==> config.mk <==
export PLATFORM = sky130hd
export DESIGN_NAME = hazard_ctrl
export DESIGN_NICKNAME = d
export VERILOG_FILES = /design/src/rtl/hazard_ctrl.sv
export SDC_FILE = /design/constraint.sdc
export NUM_CORES = 1
export LEC_CHECK = 0
export CAP_MARGIN = 20
export CORE_MARGIN = 1
export CORE_UTILIZATION = 46
export DETAILED_ROUTE_END_ITERATION = 10
export DONT_BUFFER_PORTS = 1
export PLACE_DENSITY = 0.73
export SLEW_MARGIN = 20
export SYNTH_ARGS = -nofsm -noshare
export SYNTH_HDL_FRONTEND = slang
export SYNTH_SLANG_ARGS = --single-unit
==> constraint.sdc <==
create_clock -name clk -period 1.7 [get_ports clk]
set_input_delay 0.425 -clock clk [delete_from_list [all_inputs] [get_ports clk]]
set_output_delay 0.425 -clock clk [all_outputs]
set_load 0.05 [all_outputs]
==> src/rtl/hazard_ctrl.sv <==
// hazard_ctrl: operand forwarding, load-use and multi-cycle mul/div stalls, branch flushes.
// Define HAZARD_PERF_EN to add the StallCnt/FlushCnt performance counters.
module hazard_ctrl #(
    parameter int REG_AW = 5,
    parameter int MD_LAT = 4
) (
    input  logic              clk,
    input  logic              reset,
    input  logic [REG_AW-1:0] Rs1D,
    input  logic [REG_AW-1:0] Rs2D,
    input  logic [REG_AW-1:0] Rs1E,
    input  logic [REG_AW-1:0] Rs2E,
    input  logic [REG_AW-1:0] RdE,
    input  logic [REG_AW-1:0] RdM,
    input  logic [REG_AW-1:0] RdW,
    input  logic              RegWriteM,
    input  logic              RegWriteW,
    input  logic              ResultSrcE0,
    input  logic              PCSrcE,
    input  logic              MulDivE,
    output logic              StallF,
    output logic              StallD,
    output logic              StallE,
    output logic              FlushD,
    output logic              FlushE,
    output logic              FlushM,
    output logic              MDBusy,
    output logic [1:0]        ForwardAE,
    output logic [1:0]        ForwardBE
`ifdef HAZARD_PERF_EN
    ,
    output logic [31:0]       StallCnt,
    output logic [31:0]       FlushCnt
`endif
);
    localparam int CW = $clog2(MD_LAT) + 1;

    typedef enum logic {IDLE, BUSY} state_t;

    state_t          r_state;
    logic [CW-1:0]   r_cnt;
    logic            w_lw_stall;
    logic            w_md_stall;

    assign ForwardAE = (Rs1E == RdM && RegWriteM && Rs1E != '0) ? 2'b10 :
                       (Rs1E == RdW && RegWriteW && Rs1E != '0) ? 2'b01 : 2'b00;
    assign ForwardBE = (Rs2E == RdM && RegWriteM && Rs2E != '0) ? 2'b10 :
                       (Rs2E == RdW && RegWriteW && Rs2E != '0) ? 2'b01 : 2'b00;

    assign w_lw_stall = ResultSrcE0 && RdE != '0 && (Rs1D == RdE || Rs2D == RdE);
    // The final cycle of an op releases E so the next op can enter without a gap.
    assign w_md_stall = (r_state == BUSY) ? (r_cnt > CW'(1)) : (MulDivE && MD_LAT > 1);

    assign StallF = w_lw_stall | w_md_stall;
    assign StallD = StallF;
    assign StallE = w_md_stall;
    assign FlushD = PCSrcE;
    assign FlushE = (w_lw_stall | PCSrcE) & ~w_md_stall;
    assign FlushM = w_md_stall;
    assign MDBusy = (r_state == BUSY);

    always_ff @(posedge clk or posedge reset) begin
        if (reset) begin
            r_state <= IDLE;
            r_cnt   <= '0;
        end else if (r_state == IDLE) begin
            if (MulDivE && MD_LAT > 1) begin
                r_state <= BUSY;
                r_cnt   <= CW'(MD_LAT - 1);
            end
        end else begin
            r_cnt <= r_cnt - CW'(1);
            if (r_cnt == CW'(1))
                r_state <= IDLE;
        end
    end

`ifdef HAZARD_PERF_EN
    logic [31:0] r_stall_cnt;
    logic [31:0] r_flush_cnt;

    always_ff @(posedge clk or posedge reset) begin
        if (reset) begin
            r_stall_cnt <= '0;
            r_flush_cnt <= '0;
        end else begin
            if (StallF)
                r_stall_cnt <= r_stall_cnt + 32'd1;
            if (PCSrcE)
                r_flush_cnt <= r_flush_cnt + 32'd1;
        end
    end

    assign StallCnt = r_stall_cnt;
    assign FlushCnt = r_flush_cnt;
`endif
endmodule

# After elaboration in Yosys (flattened, before gate mapping)
# Index checks and enable logic that the tools add are counted.
# totals
register_bits,4
input_bits,42
output_inout_bits,11
elab_cells,40
# classes
n_addsub,1
magnitude_cmp,1
eq_ne,7
n_mux,10
bitwise_logic,4
n_reduce_logical,15
# op_table
operator,n
$eq 5x5->1,6
$reduce_bool 5->1,3
$logic_and 1x1->1,10
$mux 1,6
$mux 3,2
$mux 2,2
$eq 3x1->1 const B,1
$gt 3x1->1 const B,1
$sub 3x1->3 const B,1
$or 1x1->1,2
$reduce_bool 2->1,1
$and 1x1->1,1
$logic_or 1x1->1,1
$not 1->1,1

# Longest topological paths before layout
# Gate-level depths: netlist of the first run.
# depth
depth_word,5
mapped_depth,6
mapped_depth_nobuf,6

# Worst setup path before layout of the first run
# OpenSTA, ideal clock, no wires.
# synth_timing
path_type,register -> output
start,"reg r_state, in the netlist MDBusy"
end,out FlushE
arrival_time_ns,2.607
required_ns,1.275
path_slack_ns,-1.332
stages_incl_launch_ff,5
path_buffers,0
path_cell_list,dfrtp_1 > nor2b_1 > a21o_1 > inv_1 > o31ai_1
# synth_via
elab_chain_len,3
# synth_lines
item,line_no,text
from (decl),40,state_t r_state;
from (signal assigned),64,r_state <= IDLE;
from (signal assigned),68,r_state <= BUSY;
from (signal assigned),74,r_state <= IDLE;
$mux 1,52,assign w_md_stall = (r_state == BUSY) ? (r_cnt > CW'(1)) : (MulDivE && MD_LAT > 1);
named net FlushM,26,"output logic FlushM,"
$not 1->1,58,assign FlushE = (w_lw_stall | PCSrcE) & ~w_md_stall;
$and 1x1->1,58,
to (decl),25,"output logic FlushE,"
# The timed path passes the listed nets, and every way through them passes these cells.

# Final worst setup path of the first run
# layout_timing
start,reg r_cnt[0]
end,out FlushE
# layout_via
elab_chain_len,4
# layout_lines
item,line_no,text
from (decl),41,logic [CW-1:0] r_cnt;
from (signal assigned),69,r_cnt <= CW'(MD_LAT - 1);
from (signal assigned),72,r_cnt <= r_cnt - CW'(1);
$gt 3x1->1,52,
$mux 1,52,
$not 1->1,58,
$and 1x1->1,58,
# Every way passes these cells.

==> impl_metrics.toml, run 1 <==
[timing]
tightest_slew_ns = 0.5096
period_needed_ns = 2.094
drv_slew = 0
slew_headroom_pct = 66.02
rsz0062_at_grt = "yes"
worst_slack_ns = -0.3935
setup_violations = 9
timing.fmax_mhz = 477.7
timing.final.crit_share_pct = 123.1
skew_ns = 0.01539
finalHoldViolations = 0

[logic_synthesis]
syn_avg_cell_area_sq_um = 8.446
yosys-top-cells-area = "xnor2_1, xor2_1, dfrtp_1"
ys.flop_type = "dfrtp_1"
ys_seq_elements = 4
synth_common_cells = "xnor2_1, xor2_1, nand2_1"
yosysMostFrequentCell = "xnor2_1"
ys_warn_count = 0
synth_top_area_share_pct = 20.74
async_flop_share_pct = 100.0
synth_edf_count = 0
synth_cells = 80
yosys.area.top_type = "xnor2_1"
synth_cell_types = 21
ys_seq_area_share_pct = 14.81
syn_nets = 124
netlist_area_sq_um = 675.6

[outcome]
outcome = "complete, but fails checks"
violations = "setup timing"

[global_routing]
antenna_found_initial = 0
first_global_vias = 709
grt_first_pass_wirelength_mm = 2.884
grt_overflow = 0
grt_use_total_pct = 28.23
grt_max_degree = 6

[place]
place_congestion = 0.7464
dp_hpwl_mm = 1.662
placed_area_sq_um = 1001
portBuffers = 0

[pwr]
p_leak_nw = 0.4402
p_total_w = 0.001565
ir_drop_v = 0.001286
power_density_nw_per_um2 = 1387

[clocking]
cts_tree = "built"
cts.sinks = 4
cts_inserted_buffers = 3
clockRootBuffer = "clkbuf_4"
cts.clk_slew.worst_paths_ns = 0.03
cts_max_level = 1
clockBufferDepth = 2
clk_latency_ns = 0.26

[layout]
antenna_cells = 0
nets = 148
final_area_sq_um = 1129
syn2layout_area_growth_pct = 67.04
drive_gt1_share_pct = 44.66

[route]
drt-total-wl_mm = 2.126
wl_per_cell_microns = 18.02
vias = 701
via_per_inst = 5.941
detail_route.iter0.violations = 13
drtAntennaViolNets = 0
dr.pass1.iters = 4
post-route-drc-count = 0

[worst_setup_path]
worstPathMaxFanout = 4
r2r_slack_ns = 0.59
crit_path_end_kind = "output pin"
critPathKind = "reg -> out"
crit_arrival_ns = 1.67
critPathLaunchType = "register"
cp.required_ns = 1.27

[floorplan]
start_util_pct = 50.66
die_h_microns = 40.33
die-area_sq_um = 1626
ios = 53
die_width_microns = 40.33
row_count = 13
core_area_sq_um = 1334

[worst_hold_path]
hp-class = "in -> reg"

[flow_run]
maxCapViolCount = 0
==> routing by layer <==
metal	routed length, microns	global-route usage, %	vias up
met5	0	0	-
met4	99	22.50	0
met3	210	8.889	11
met2	1146	51.59	47
met1	670	24.75	322
li1	-	-	321
==> logic make-up (layout without fill, tap and decap cells) <==
kind of cell | count (synthesis) | count (layout) | synth area share, %
buf+inv | 7 | 30 | 5.555
fa+ha+maj | 2 | 2 | 3.703
compound gates | 10 | 10 | 8.889
flops | 4 | 4 | 14.82
simple gates | 27 | 27 | 28.15
xor+xnor | 30 | 30 | 38.89
==> power breakdown <==
group | switching (W) | internal (W) | total, W | leakage, nW
Clock | 0.0000531 | 0.0000889 | 0.000142 | 0.0150
Sequential | 0.0000385 | 0.000143 | 0.000181 | 0.0449
Combinational | 0.000638 | 0.000604 | 0.00124 | 0.380
==> through the flow <==
step           worst slack [ns]  setup TNS, ns  utilization, %  instances  hold slack, ns
2_1_floorplan           -0.5711         -2.795               -         80          0.1910
3_3_place_gp            -0.2928         -1.336           75.05        110          0.2060
3_5_place_dp            -0.3331         -1.599           75.05        110          0.2088
4_1_cts                 -0.3314         -2.195           81.24        117          0.3584
5_1_grt                 -0.4786         -2.986           84.62        118          0.3604
6_report                -0.3935         -2.471           84.62        118          0.3449
==> flip-flops by register name (all words and copies together) (netlist names) <==
register  cells
r_cnt         3
MDBusy        1
==> path summary, 6_finish.rpt <==
path | start | to | depth (start not counted)
max reg2reg | r_cnt[0] | r_cnt[2] | 6
min reg2reg | r_cnt[2] | r_cnt[2] | 2
min | MulDivE | r_cnt[1] | 2
min in group asynchronous | reset | r_cnt[2] | 2
max | r_cnt[0] | FlushE | 6
max in group asynchronous | reset | r_cnt[0] | 2
==> layout make-up <==
type                       count  area, sq um
multi-input combinational     69        693.2
timing repair buffer          22        274.0
fill                          70        205.2
sequential                     4        101.3
clock buffer                   4        26.28
tap                           15        18.77
inverter                       4        15.01
==> repair_timing <==
action,CTS,global route
cloned,0,0
buffers inserted,2,1
pin swaps,2,1
endpoints found under the setup margin,9,9
hold buffers,1,0
endpoints found under the hold margin,4,0
resized for setup,8,5
==> worst max-delay path, cell delays in order (launching register included) <==
cell	delay (ns)
dfrtp_1	0.41
buf_6	0.15
o21bai_1	0.19
a21o_1	0.21
inv_2	0.08
o31ai_4	0.21
buf_12	0.17
==> cell usage in the layout (no fill, tap or decap), types with 2 or more instances in the layout <==
master,instances
nor4_4,4
o21ai_4,2
xnor2_4,2
buf_6,3
nor2b_1,2
nor3_1,4
inv_1,2
inv_2,2
buf_4,10
nand2_1,5
xor2_1,14
xnor2_2,4
nor2_4,2
buf_12,7
or4_4,3
nor2_1,3
xnor2_1,10
clkbuf_4,3
dfrtp_1,3
a21oi_1,3
nand4_1,4
No activity file was read; power rests on OpenSTA's default activity.
==> inputs of run 2 (changes only) <==
- ABC_AREA: not set -> 1
- CTS_CLUSTER_SIZE: not set -> 24
==> run 2 against run 1 <==
Worst hold slack gained 0.042 ns; highest routed layer is now met3; global-route usage decreased by 5.0 points; sequential power rose by 6%; area after synthesis is 14% higher; critical path depth unchanged; count of clock-buffer cells in the layout unchanged; fmax grew 8.4%; utilization down 10 points; non-clock buffer count decreased by 3; the flow still finishes with violations (setup timing).
==> impl_metrics.toml, run 2 <==
[outcome]
outcome = "complete, but fails checks"
violations = "setup timing"

[floorplan]
die_h_microns = 43
start_util_pct = 50.16
die-area_sq_um = 1849
ios = 53
row_count = 14
core_area_sq_um = 1541
die_width_microns = 43

[clocking]
cts_inserted_buffers = 3
clockRootBuffer = "clkbuf_4"
cts_max_level = 1
cts.sinks = 4
clk_latency_ns = 0.24
cts.clk_slew.worst_paths_ns = 0.05
clockBufferDepth = 2
cts_tree = "built"

[pwr]
ir_drop_v = 0.001608
p_total_w = 0.001598
p_leak_nw = 0.6054
power_density_nw_per_um2 = 1391

[timing]
timing.fmax_mhz = 517.8
skew_ns = 0.01007
finalHoldViolations = 0
period_needed_ns = 1.931
setup_violations = 5
worst_slack_ns = -0.2311
slew_headroom_pct = 84.30
rsz0062_at_grt = "yes"
drv_slew = 0
timing.final.crit_share_pct = 113.6
fin_tns_setup_ns = -1.094
tightest_slew_ns = 0.2352

[worst_hold_path]
hold_start = "MulDivE"
holdPathStages = 3
hp-class = "in -> reg"
hold_end = "r_cnt[2]"

[worst_setup_path]
crit_path_end_kind = "output pin"
critPathKind = "reg -> out"
reg2reg_from = "r_cnt[1]"
crit_arrival_ns = 1.51
cp.required_ns = 1.27
cp-startpoint = "r_cnt[0]"
crit_path_top_delay_cell = "dfrtp_1"
critPathMaxStageDelay_ns = 0.41
r2r-end = "r_cnt[1]"
worstPathMaxFanout = 3
cp_num_buf_inv = 3
r2r_cells = 4
critPathLaunchType = "register"
path_cells = "ha_4 -> a31oi_4 -> nand2_2 -> clkinvlp_4 -> buf_4 -> buf_12"
cp_top_family = "flip-flops"
r2r_slack_ns = 0.65

[global_routing]
first_global_vias = 914
antenna_found_initial = 0
grt_max_degree = 6
grt_overflow = 0
grt_first_pass_wirelength_mm = 3.346
grt_use_total_pct = 23.28

[route]
drt-total-wl_mm = 2.231
highest_layer = "met3"
met2_length_mm = 1.133
wl_met3_microns = 184
vias = 956
wl_per_cell_microns = 12.33
post-route-drc-count = 0
drtAntennaViolNets = 0
wl_met1_microns = 913
dr.pass1.iters = 4
detail_route.iter0.violations = 21
via_per_inst = 5.282

[logic_synthesis]
netlist_area_sq_um = 773.2
synth_cell_types = 21
yosys.area.top_type = "nand2_1"
yosysMostFrequentCell = "nand2_1"
syn_nets = 189
ys_seq_area_share_pct = 12.94
synth_cells = 145
ys_warn_count = 0
yosys-top-cells-area = "nand2_1, inv_1, dfrtp_1"
syn_avg_cell_area_sq_um = 5.333
async_flop_share_pct = 100.0
synth_common_cells = "nand2_1, inv_1, nor2_1"
ys.flop_type = "dfrtp_1"
synth_top_area_share_pct = 21.36
synth_edf_count = 0
ys_seq_elements = 4

[layout]
multi_input_area_sq_um = 630.6
nets = 210
fillers = 121
antenna_cells = 0
layout_common_cells = "nand2_1, inv_1, nor2_1, buf_4"
syn2layout_area_growth_pct = 48.54
drive_gt1_share_pct = 27.88
final_common_cell = "nand2_1"
seq_area_sq_um = 101.3
largest_reg_flops = 3
largest-register = "r_cnt"

[place]
dp_hpwl_mm = 1.619
place_congestion = 0.8062
portBuffers = 0

[flow_run]
maxCapViolCount = 0
## run 2: changes by cell type in the layout (fill, tap and decap cells not counted), moves of 4 or more
cell	change
o21ai_0	+5
nor4_4	-4
nand3_1	+6
xnor2_1	-4
nand2_1	+36
inv_1	+28
nand2_2	+4
xor2_1	-11
nor2_2	+4
xnor2_2	-4
nor2_1	+5
## run 2: timing repair
action	4_1_cts	5_1_grt
setup buffers	6	2
pin swaps	2	11
hold endpoints to repair	4	0
endpoints found under the setup margin	5	7
hold buffers	1	0
resized for setup	9	11
## run 2: metal layers
metal / up-vias / global-route usage (%)
li1: 481 / -
met1: 432 / 24.03
met4: 0 / 4.242
met3: 0 / 6.383
met2: 43 / 46.06
met5: - / 0
## run 2: worst max-delay path by stage
stage               cells past startpoint      to  slack (ns)
floorplan                               6  FlushE       -0.27
global placement                        6  FlushE        0.01
detailed placement                      6  FlushE       -0.03
CTS                                     7  FlushE       -0.22
global route                            6  StallE       -0.27
finish                                  6  StallE       -0.23
## run 2: cells by family (layout without fill, tap and decap cells)
kind of cell,after synthesis,count (layout),share of synthesized area [%]
AO/OA/AOI/OAI,13,13,10.19
XOR/XNOR,10,10,11.33
adder cells (fa/ha/maj),2,2,3.236
buffers and inverters,38,58,19.90
flip-flops,4,4,12.95
AND/OR/NAND/NOR,78,78,42.40
## run 2: layout make-up
| class | count | area share, % |
|---|---|---|
| inverters | 35 | 11.76 |
| flip-flops and latches | 4 | 8.824 |
| repair buffers | 19 | 20.48 |
| clock buffers | 4 | 2.288 |
| well taps | 16 | 1.743 |
| multi-input cells | 103 | 54.90 |
## run 2: per-stage QoR
step | std cells | setup slack, ns | hold WS, ns | util (%) | cell area [sq um]
floorplan | 145 | -0.2715 | 0.1910 | - | 810.8
global placement | 168 | 0.01136 | 0.2059 | 62.18 | 958.4
detailed placement | 168 | -0.03113 | 0.2209 | 62.18 | 958.4
CTS | 179 | -0.2250 | 0.3820 | 70.29 | 1084
global route | 181 | -0.2686 | 0.4035 | 74.51 | 1149
finish | 181 | -0.2311 | 0.3872 | 74.51 | 1149
## run 2: power by group
part | internal (W) | switching, W
Clock | 0.0000885 | 0.0000449
Sequential | 0.000143 | 0.0000473
Combinational | 0.000588 | 0.000686
Total | 0.000819 | 0.000778
## run 2: worst register-to-register path, cell delays in order, from the launching register on
cell and delay [ns]:
dfrtp_1 0.33, inv_2 0.05, buf_4 0.13, ha_1 0.26
a22oi_1 0.19
==> inputs of run 3 (changes only) <==
- PLACE_DENSITY: 0.73 -> 0.66
- TNS_END_PERCENT: not set -> 20
==> run 3 against run 2 <==
The flow still finishes with violations (setup timing); power decreased by 11%; critical path depth increased by 1; sequential cell count unchanged; die area unchanged; count of clock-buffer cells in the layout unchanged; clock skew increased by 0.00052 ns; utilization decreased by 6.3 points; worst setup slack improved by 0.045 ns; register-to-register slack got worse by 0.08 ns; wire length decreased by 8.7%; largest power group unchanged.
==> impl_metrics.toml, run 3 (synthesized netlist as in run 2, its figures left out) <==
[worst_setup_path]
critPathKind = "reg -> out"
critPathLaunchType = "register"
worstPathMaxFanout = 2
crit_path_top_delay_cell = "dfrtp_1"
path_cells = "buf_6 -> inv_4 -> nand4_1 -> nand2_2 -> clkinvlp_4 -> a21oi_4 -> buf_12"
cp_top_family = "buffers and inverters"
critPathMaxStageDelay_ns = 0.41
cp_num_buf_inv = 4
cp.required_ns = 1.27
crit_arrival_ns = 1.46
crit_path_end_kind = "output pin"

[floorplan]
start_util_pct = 50.16
ios = 53
die_h_microns = 43
row_count = 14
core_area_sq_um = 1541
die_width_microns = 43
die-area_sq_um = 1849

[timing]
timing.final.crit_share_pct = 110.9
finalHoldViolations = 0
fin_tns_setup_ns = -0.7926
drv_slew = 0
tightest_slew_ns = 0.2461
worst_slack_ns = -0.1859
hold_ws_ns = 0.3926
rsz0062_at_grt = "yes"
skew_ns = 0.01059
timing.fmax_mhz = 530.3
setup_violations = 5
period_needed_ns = 1.886
slew_headroom_pct = 83.53

[route]
drtAntennaViolNets = 0
vias = 901
via_per_inst = 5.119
post-route-drc-count = 0
dr.pass1.iters = 4
drt-total-wl_mm = 2.037
wl_per_cell_microns = 11.57
detail_route.iter0.violations = 15

[layout]
fillers = 151
final_area_sq_um = 1052
antenna_cells = 0
syn2layout_area_growth_pct = 36.08
layout_common_cells = "nand2_1, inv_1, nor2_1, nand3_1, xnor2_1"
multi_input_area_sq_um = 594.3
largest_reg_flops = 3
final_common_cell = "nand2_1"
nets = 205
largest-register = "r_cnt"
seq_area_sq_um = 101.3
drive_gt1_share_pct = 23.75

[clocking]
cts_tree = "built"
cts_inserted_buffers = 3
clk_latency_ns = 0.25
clockBufferDepth = 2
cts_max_level = 1
cts.sinks = 4
cts.clk_slew.worst_paths_ns = 0.05
clockRootBuffer = "clkbuf_4"

[global_routing]
antenna_found_initial = 0
first_global_vias = 820
grt_max_degree = 6
grt_use_total_pct = 20.00
grt_first_pass_wirelength_mm = 2.932
grt_overflow = 0

[flow_run]
maxCapViolCount = 0

[outcome]
outcome = "complete, but fails checks"
violations = "setup timing"

[place]
dp_hpwl_mm = 1.603
place_congestion = 0.8821
portBuffers = 0
placed_area_sq_um = 935.9

[worst_hold_path]
hp-class = "in -> reg"

[pwr]
p_leak_nw = 0.5637
power_density_nw_per_um2 = 1356
ir_drop_v = 0.001251
## run 3: worst paths after layout
path	start	endpoint	slack (ns)	depth (start not counted)
max	r_cnt[0]	FlushE	-0.19	7
min	MulDivE	MDBusy	0.39	2
max reg2reg	r_cnt[0]	r_cnt[1]	0.57	4
min reg2reg	r_cnt[2]	r_cnt[2]	0.49	1
max in group asynchronous	reset	MDBusy	1.03	2
min in group asynchronous	reset	r_cnt[2]	0.50	2
## run 3: final cells by class
class | count | share of cell area, %
well taps | 16 | 1.902
flip-flops and latches | 4 | 9.631
clock buffers | 4 | 2.497
multi-input cells | 103 | 56.48
repair buffers | 14 | 16.41
inverters | 35 | 13.08
## run 3: report_power, final
| part | switching (W) | internal [W] |
|---|---|---|
| combinational | 0.000650 | 0.000454 |
| clock | 0.0000470 | 0.0000886 |
| sequential | 0.0000436 | 0.000143 |
## run 3: stage by stage
step	util [%]	worst slack (ns)	instances	total power, W
floorplan	-	-0.2715	145	0.0008385
global placement	60.71	0.01401	169	0.001103
detailed placement	60.71	-0.03570	169	0.001121
CTS	64.29	-0.1814	174	0.001312
global route	68.26	-0.2386	176	0.001498
finish	68.26	-0.1859	176	0.001427
## run 3: timing repair
item	CTS	global route
resized for setup	7	9
setup endpoints to repair	5	7
hold buffers	1	0
hold endpoints to repair	4	0
buffers inserted	0	2
pin swaps	2	3
## run 3: routing by layer
layer | GRT usage (%) | wire (microns) | part of all wire [%]
met5 | 0 | 0 | 0
met4 | 1.818 | 0 | 0
met3 | 5.106 | 158 | 7.8
met2 | 38.48 | 1097 | 54
met1 | 22.60 | 781 | 38
